===== src/rtl/invsqrt_rr_scheduler.sv =====
// rtl/invsqrt_rr_scheduler.sv - round-robin front end sharing one fixed-latency inverse-sqrt core
// Optional feature macro: INVSQRT_SCHED_FLAG_EN (adds rsp_err and operand classification)
module invsqrt_rr_scheduler #(
  parameter int NUM_REQ  = 4,
  parameter int ID_W     = 2,
  parameter int CORE_LAT = 2
) (
  input  logic                  clk,
  input  logic                  rst,
  input  logic [NUM_REQ-1:0]    req_valid,
  input  logic [NUM_REQ*32-1:0] req_data,
  output logic [NUM_REQ-1:0]    req_ready,
  output logic [31:0]           core_din,
  input  logic [31:0]           core_dout,
  output logic [NUM_REQ-1:0]    rsp_valid,
  output logic [ID_W-1:0]       rsp_id,
  output logic [31:0]           rsp_data,
`ifdef INVSQRT_SCHED_FLAG_EN
  output logic                  rsp_err,
`endif
  output logic                  busy
);

  localparam int LAST = CORE_LAT - 1;

  logic [31:0]     slice [NUM_REQ];
  logic [ID_W-1:0] ptr;
  logic            grant_any;
  logic [ID_W-1:0] grant_id;
  logic [31:0]     grant_data;
  logic [ID_W-1:0] idx;

  // Tag pipe travels alongside the core so each result knows its owner.
  logic [CORE_LAT-1:0] tag_vld;
  logic [ID_W-1:0]     tag_id [CORE_LAT];

`ifdef INVSQRT_SCHED_FLAG_EN
  logic                grant_err;
  logic [CORE_LAT-1:0] tag_err;
`endif

  for (genvar i = 0; i < NUM_REQ; i++) begin : g_slice
    assign slice[i] = req_data[32*i +: 32];
  end

  // Round-robin search starting at ptr; first valid requester wins.
  always_comb begin
    grant_any  = 1'b0;
    grant_id   = '0;
    grant_data = '0;
    idx        = '0;
    req_ready  = '0;
    for (int k = 0; k < NUM_REQ; k++) begin
      idx = ID_W'((int'(ptr) + k) % NUM_REQ);
      if (!grant_any && req_valid[idx]) begin
        grant_any  = 1'b1;
        grant_id   = idx;
        grant_data = slice[idx];
      end
    end
    if (grant_any) begin
      req_ready[grant_id] = 1'b1;
    end
  end

`ifdef INVSQRT_SCHED_FLAG_EN
  // Operands the core cannot handle: negatives (nonzero magnitude), zero/denormal, inf/NaN.
  always_comb begin
    grant_err = (grant_data[31] && (grant_data[30:0] != 31'd0)) ||
                (grant_data[30:23] == 8'h00) ||
                (grant_data[30:23] == 8'hFF);
  end
`endif

  // Capture the granted operand and advance the pointer past the winner.
  always_ff @(posedge clk or negedge rst) begin
    if (!rst) begin
      core_din <= '0;
      ptr      <= '0;
    end else if (grant_any) begin
      core_din <= grant_data;
      ptr      <= (grant_id == ID_W'(NUM_REQ - 1)) ? '0 : grant_id + 1'b1;
    end
  end

  // Shift the tag pipe every cycle; a bubble enters when nothing was granted.
  always_ff @(posedge clk or negedge rst) begin
    if (!rst) begin
      tag_vld <= '0;
      for (int s = 0; s < CORE_LAT; s++) begin
        tag_id[s] <= '0;
      end
`ifdef INVSQRT_SCHED_FLAG_EN
      tag_err <= '0;
`endif
    end else begin
      tag_vld[0] <= grant_any;
      tag_id[0]  <= grant_id;
`ifdef INVSQRT_SCHED_FLAG_EN
      tag_err[0] <= grant_any & grant_err;
`endif
      for (int s = 1; s < CORE_LAT; s++) begin
        tag_vld[s] <= tag_vld[s-1];
        tag_id[s]  <= tag_id[s-1];
`ifdef INVSQRT_SCHED_FLAG_EN
        tag_err[s] <= tag_err[s-1];
`endif
      end
    end
  end

  // Register the core result with its owner when the matching tag reaches the end.
  always_ff @(posedge clk or negedge rst) begin
    if (!rst) begin
      rsp_valid <= '0;
      rsp_id    <= '0;
      rsp_data  <= '0;
`ifdef INVSQRT_SCHED_FLAG_EN
      rsp_err   <= 1'b0;
`endif
    end else if (tag_vld[LAST]) begin
      rsp_valid <= NUM_REQ'(1) << tag_id[LAST];
      rsp_id    <= tag_id[LAST];
`ifdef INVSQRT_SCHED_FLAG_EN
      rsp_data  <= tag_err[LAST] ? 32'h7FC00000 : core_dout;
      rsp_err   <= tag_err[LAST];
`else
      rsp_data  <= core_dout;
`endif
    end else begin
      rsp_valid <= '0;
    end
  end

  // Busy while anything sits in the tag pipe or the response register.
  always_comb begin
    busy = (|tag_vld) | (|rsp_valid);
  end

endmodule

===== config.mk =====
export PLATFORM = sky130hd
export DESIGN_NAME = invsqrt_rr_scheduler
export DESIGN_NICKNAME = d
export VERILOG_FILES = /design/src/rtl/invsqrt_rr_scheduler.sv
export SDC_FILE = /design/constraint.sdc
export NUM_CORES = 1
export LEC_CHECK = 0
export BUFFER_PORTS_ARGS = -buffer_cell sky130_fd_sc_hd__buf_4
export CAP_MARGIN = 20
export CORE_MARGIN = 3
export CORE_UTILIZATION = 56
export DETAILED_ROUTE_END_ITERATION = 7
export PLACE_DENSITY = 0.88
export SYNTH_ARGS = -nofsm -noshare
export SYNTH_HDL_FRONTEND = slang
export SYNTH_SLANG_ARGS = --single-unit

===== constraint.sdc =====
create_clock -name clk -period 6.8 [get_ports clk]
set_input_delay 1.02 -clock clk [delete_from_list [all_inputs] [get_ports clk]]
set_output_delay 1.02 -clock clk [all_outputs]
set_load 0.01 [all_outputs]

# Word level (Yosys, flattened, before mapping)
# Cells that the tools add are included.
# classes
add_sub_neg	4
n_lt_le_gt_ge	10
n_eq_ne	1
shift	1
mux	37
bitwise	5
reduce_logical	9
# op_table
op	count
32-bit two-way mux	12
32-bit binary-select mux with 2-bit select	4
2-bit by 3-bit less-than comparator with 1-bit output (second input constant)	5
3-bit greater-or-equal comparator (second input constant)	4
2-bit inverter with 3-bit output	4
2-bit two-way mux	5
1-bit two-way mux	9
1-bit binary-select mux with 2-bit select	4
4-bit two-way mux	2
2-bit by 1-bit adder with 2-bit output (second input constant)	2
2-bit adder (second input constant)	2
1-bit logical AND	4
4-bit OR reduction	1
1-bit by 2-bit left shift with 4-bit output (first input constant)	1
1-bit logical NOT	3
1-bit demux with 2-bit select	1
2-bit == test (second input constant)	1
2-bit by 1-bit greater-or-equal comparator with 1-bit output (second input constant)	1
2-bit OR reduction	1
1-bit bitwise OR	1
# word_totals
register_bits	78
in_bits	166
elab_cells	75

# Longest topological paths before layout
# logic_depth
depth_word	17
depth_mapped	9
ltp_nobuf	6

# Worst setup path after synthesis
# Ideal clock, no wire load.
# synth_timing
kind	input -> output
startpoint	input port req_valid[2]
endpoint	output port req_ready[0]
t_arrival_ns	2.213
t_required_ns	5.780
setup_slack_ns	3.567
cell_stages	5
path_buffers	2
path_cell_list	buf_2 mux4_2 buf_4 o21bai_2 and2_1
# synth_between
word_cells_on_any_way	28
classes_between	order compare (2); mux (19); reduce/logical (7)
# synth_lines
item	line	text
start, declared	10	input logic [NUM_REQ-1:0] req_valid,
1-bit binary-select mux with 2-bit select	55	if (!grant_any && req_valid[idx]) begin
1-bit two-way mux (implied by the code)	55	
1-bit two-way mux	55	
1-bit logical NOT	55	
1-bit logical AND	55	
1-bit two-way mux	55	
1-bit logical NOT	55	
1-bit logical AND	55	
1-bit two-way mux	55	
1-bit logical NOT	55	
1-bit logical AND	55	
1-bit two-way mux (*)	55	
named net grant_any	28	logic grant_any;
4-bit two-way mux (*)	61	if (grant_any) begin
end, declared	12	output logic [NUM_REQ-1:0] req_ready,
# Mark *: on every way through the listed nets, which the timed path passes. The rest lies on a longest branch. The select of a mux whose other input is x is not followed.

# Worst setup path in the final report
# layout_timing
startpoint	register ptr[1]
endpoint	output port req_ready[3]
# layout_between
word_cells_on_any_way	31
classes_between	add/sub (3); order compare (2); mux (19); reduce/logical (7)
# layout_lines
item	line	text
start, declared	27	logic [ID_W-1:0] ptr;
start signal, assigned	82	ptr <= (grant_id == ID_W'(NUM_REQ - 1)) ? '0 : grant_id + 1'b1;
parallel branches: the longest is 11 deep, another holds 2-bit by 1-bit adder with 2-bit output	--	
1-bit two-way mux (*)	55	
named net grant_any	28	
4-bit two-way mux (*)	61	
# Mark *: on every way through the listed nets, which the timed path passes. The select of a mux whose other input is x is not followed.

==> run_results.csv <==
group,metric,value,unit
clock_network,cts_hold_buf,0,
routing,drt_pass1_iterations,5,
routing,wl_per_cell,21.9,µm
sta,fmax,230,MHz
power,power_frac_comb,0.636,
clock_network,clk_root_buffer_cell,"clkbuf_16",
routing,antenna_left,0,
setup_path,critPathLaunchType,"flop",
clock_network,clock_path_buffers,2,
synthesis,syn_area_per_cell,13.4,µm²
synthesis,netlist_area,7110,µm²
power,p_clk_frac,0.135,
setup_path,crit_required,5.78,ns
synthesis,synth_edf_count,0,
placed_design,place_congestion,0.826,
synthesis,yosys_register_bits,78,
cells_and_area,multi_input_area,4760,µm²
power,ir_drop,0.000265,V
cells_and_area,fillCellCount,832,
cells_and_area,area_growth,28.5,%
clock_network,numCtsBuffers,9,
power,seqPwrFrac,0.229,
power,swShare,0.400,
floorplan,die_y,119,µm
cells_and_area,postLayoutCellArea,9140,µm²
sta,timing.hold.ws,0.344,ns
cells_and_area,drive_above_1_share,0.607,
run,max_cap_violations,0,
floorplan,num_io_pins,241,
global_route,overflow,0,
setup_path,endpoint_kind,"primary output",
run_status,status,"complete, no violations",
routing,viasPerCell,6.69,
floorplan,row_count,40,
cells_and_area,regArea,1960,µm²
cells_and_area,diodes,0,
synthesis,ys_seq_area_frac,0.275,
sta,final_max_slew_viol_count,0,
cells_and_area,final_nets,896,
synthesis,syn_nets,702,
sta,rsz0062_at_grt,"no",
power,power_per_cell_area,400,nW/µm²
global_route,grt_pass1_wl,31900,µm
floorplan,core-area,12200,µm²
clock_network,clk_pin_slew_worst_paths,0.07,ns
setup_path,crit_type,"flop to primary output",
global_route,grt_max_degree,87,
power,switching_power,1.46,mW
synthesis,yosys_warnings,0,
clock_network,cts_tree,"yes",
sta,fin_crit_sh,0.640,
sta,finalSetupViolations,0,
synthesis,synthDistinctLibCells,42,
placed_design,post_dp_cell_area,8770,µm²
synthesis,synth-main-ff-cell,"dfrtp_1",
sta,tightest_slew,1.12,ns
synthesis,synthTopCellsByArea,"mux4_2, dfrtp_1, mux2_2",
synthesis,synth_area_leader_cell,"mux4_2",
clock_network,ctsResizeCount,0,
sta,fin_worst_skew,0.00624,ns
synthesis,synth-async-reset-ratio,1.00,
global_route,antenna_found_initial,0,
placed_design,place_hpwl,14300,µm
sta,worst_slew_margin_rel,0.251,
synthesis,netlist_instances,532,
power,intPower,2.19,mW
floorplan,die_area,14100,µm²
global_route,grt_pass1_vias,6231,
clock_network,insertion_delay,0.34,ns
power,p_leak,3.83,nW
sta,period_needed,4.35,ns
placed_design,port_buffers,240,
sta,hold_violations,0,
floorplan,start_util,0.582,
global_route,grt_usage,0.279,
setup_path,crit_fanout,81,
routing,drtIter0Drc,509,
routing,wl,19700,µm
floorplan,fp.dieW,119,µm
synthesis,synth_most_common_cell,"mux4_2",
setup_path,crit_arrival,3.33,ns
routing,remaining_drc_errors,0,
cells_and_area,finish.utilization,0.748,
synthesis,synthTopCellsByCount,"mux4_2, dfrtp_1, mux2_2",
synthesis,synth_top_area_share,0.349,
routing,vias,6011,
clock_network,cts_setup_buffers,0,
clock_network,clock_sinks,78,
min_path,hold_path_class,"flop to flop",
clock_network,h-tree-depth,3,
sta,tns,0,ns
final cells by class:
cell class | instances | share of cell area
well taps | 168 | 0.0230
multi-input cells | 388 | 0.521
repair buffers | 247 | 0.207
clock buffers | 9 | 0.0247
clock inverters | 7 | 0.00849
flip-flops and latches | 78 | 0.214
inverters | 2 | 0.000822
worst paths after layout:
path                                          start                       end  slack (ns)  cells after the start
worst max-delay path             ptr[1]$_DFFE_PN0P_              req_ready[3]        2.45                      4
worst min-delay path            tag_id[3]$_DFF_PN0_       tag_id[1]$_DFF_PN0_        0.34                      0
worst max register to register   ptr[0]$_DFFE_PN0P_   core_din[1]$_DFFE_PN0P_        3.24                      7
worst min register to register  tag_id[3]$_DFF_PN0_       tag_id[1]$_DFF_PN0_        0.34                      0
max in group asynchronous                       rst        ptr[1]$_DFFE_PN0P_        5.19                      1
min in group asynchronous                       rst  rsp_data[17]$_DFFE_PN0P_        0.82                      1
cell usage in the layout (no fill, tap or decap), types with 2 or more instances in the layout:
cell	count
buf_4	245
mux4_2	110
dfrtp_1	76
mux2_2	54
mux2i_1	35
o22ai_1	27
a211oi_1	26
a22oi_1	23
nor2b_1	14
nand3b_1	13
o31ai_1	13
nand2_1	12
or2_2	9
a32oi_1	9
clkbuf_16	9
nor2_1	5
and2_1	5
o21ai_1	4
o21ai_0	4
ha_1	4
inv_6	3
or3b_1	2
inv_1	2
nor2b_2	2
clkinv_2	2
buf_16	2
dfrtp_4	2
cell families (layout without fill, tap and decap cells):
| logic type | Yosys count | after routing | share of synthesized area |
|---|---|---|---|
| buffers and inverters | 66 | 265 | 0.0558 |
| flip-flops | 78 | 78 | 0.275 |
| AO/OA/AOI/OAI | 114 | 114 | 0.117 |
| adder cells (fa/ha/maj) | 4 | 4 | 0.00704 |
| AND/OR/NAND/NOR | 70 | 70 | 0.0600 |
| multiplexers | 200 | 200 | 0.486 |
power groups by stage:
stage | Sequential [mW] | Clock (mW) | Combinational (mW)
global route | 0.867 | 0.518 | 2.50
floorplan | 0.782 | 0 | 1.79
global placement | 0.885 | 0 | 2.13
CTS | 0.895 | 0.499 | 2.24
finish | 0.835 | 0.492 | 2.32
detailed placement | 0.901 | 0 | 2.23
critical path: stages, from the launching register on:
cell and delay, ns:
dfrtp_4 1.08, mux4_2 1.06, o21bai_2 0.45, and2_1 0.18
buf_4 0.14
state kept, by name, indices dropped and copies added (netlist names):
| name | cells |
|---|---|
| core_din | 32 |
| ptr | 2 |
| rsp_data | 32 |
| rsp_id | 2 |
| rsp_valid | 4 |
| tag_id | 4 |
| tag_vld | 2 |
routing by layer:
layer | track usage | wire, µm | vias up
met4 | 0.0956 | 380 | 0
met1 | 0.355 | 7330 | 3025
met2 | 0.488 | 10400 | 346
li1 | - | - | 2614
met5 | 0 | 0 | -
met3 | 0.0416 | 1560 | 26
metrics by stage:
step,std cells,setup WS [ns],total power [mW]
floorplan,532,3.57,2.57
finish,899,2.45,3.65
global route,899,2.28,3.89
detailed placement,880,2.75,3.13
CTS,896,2.45,3.63
global placement,880,2.92,3.02
Note: power is estimated with default switching activity, not from simulation.
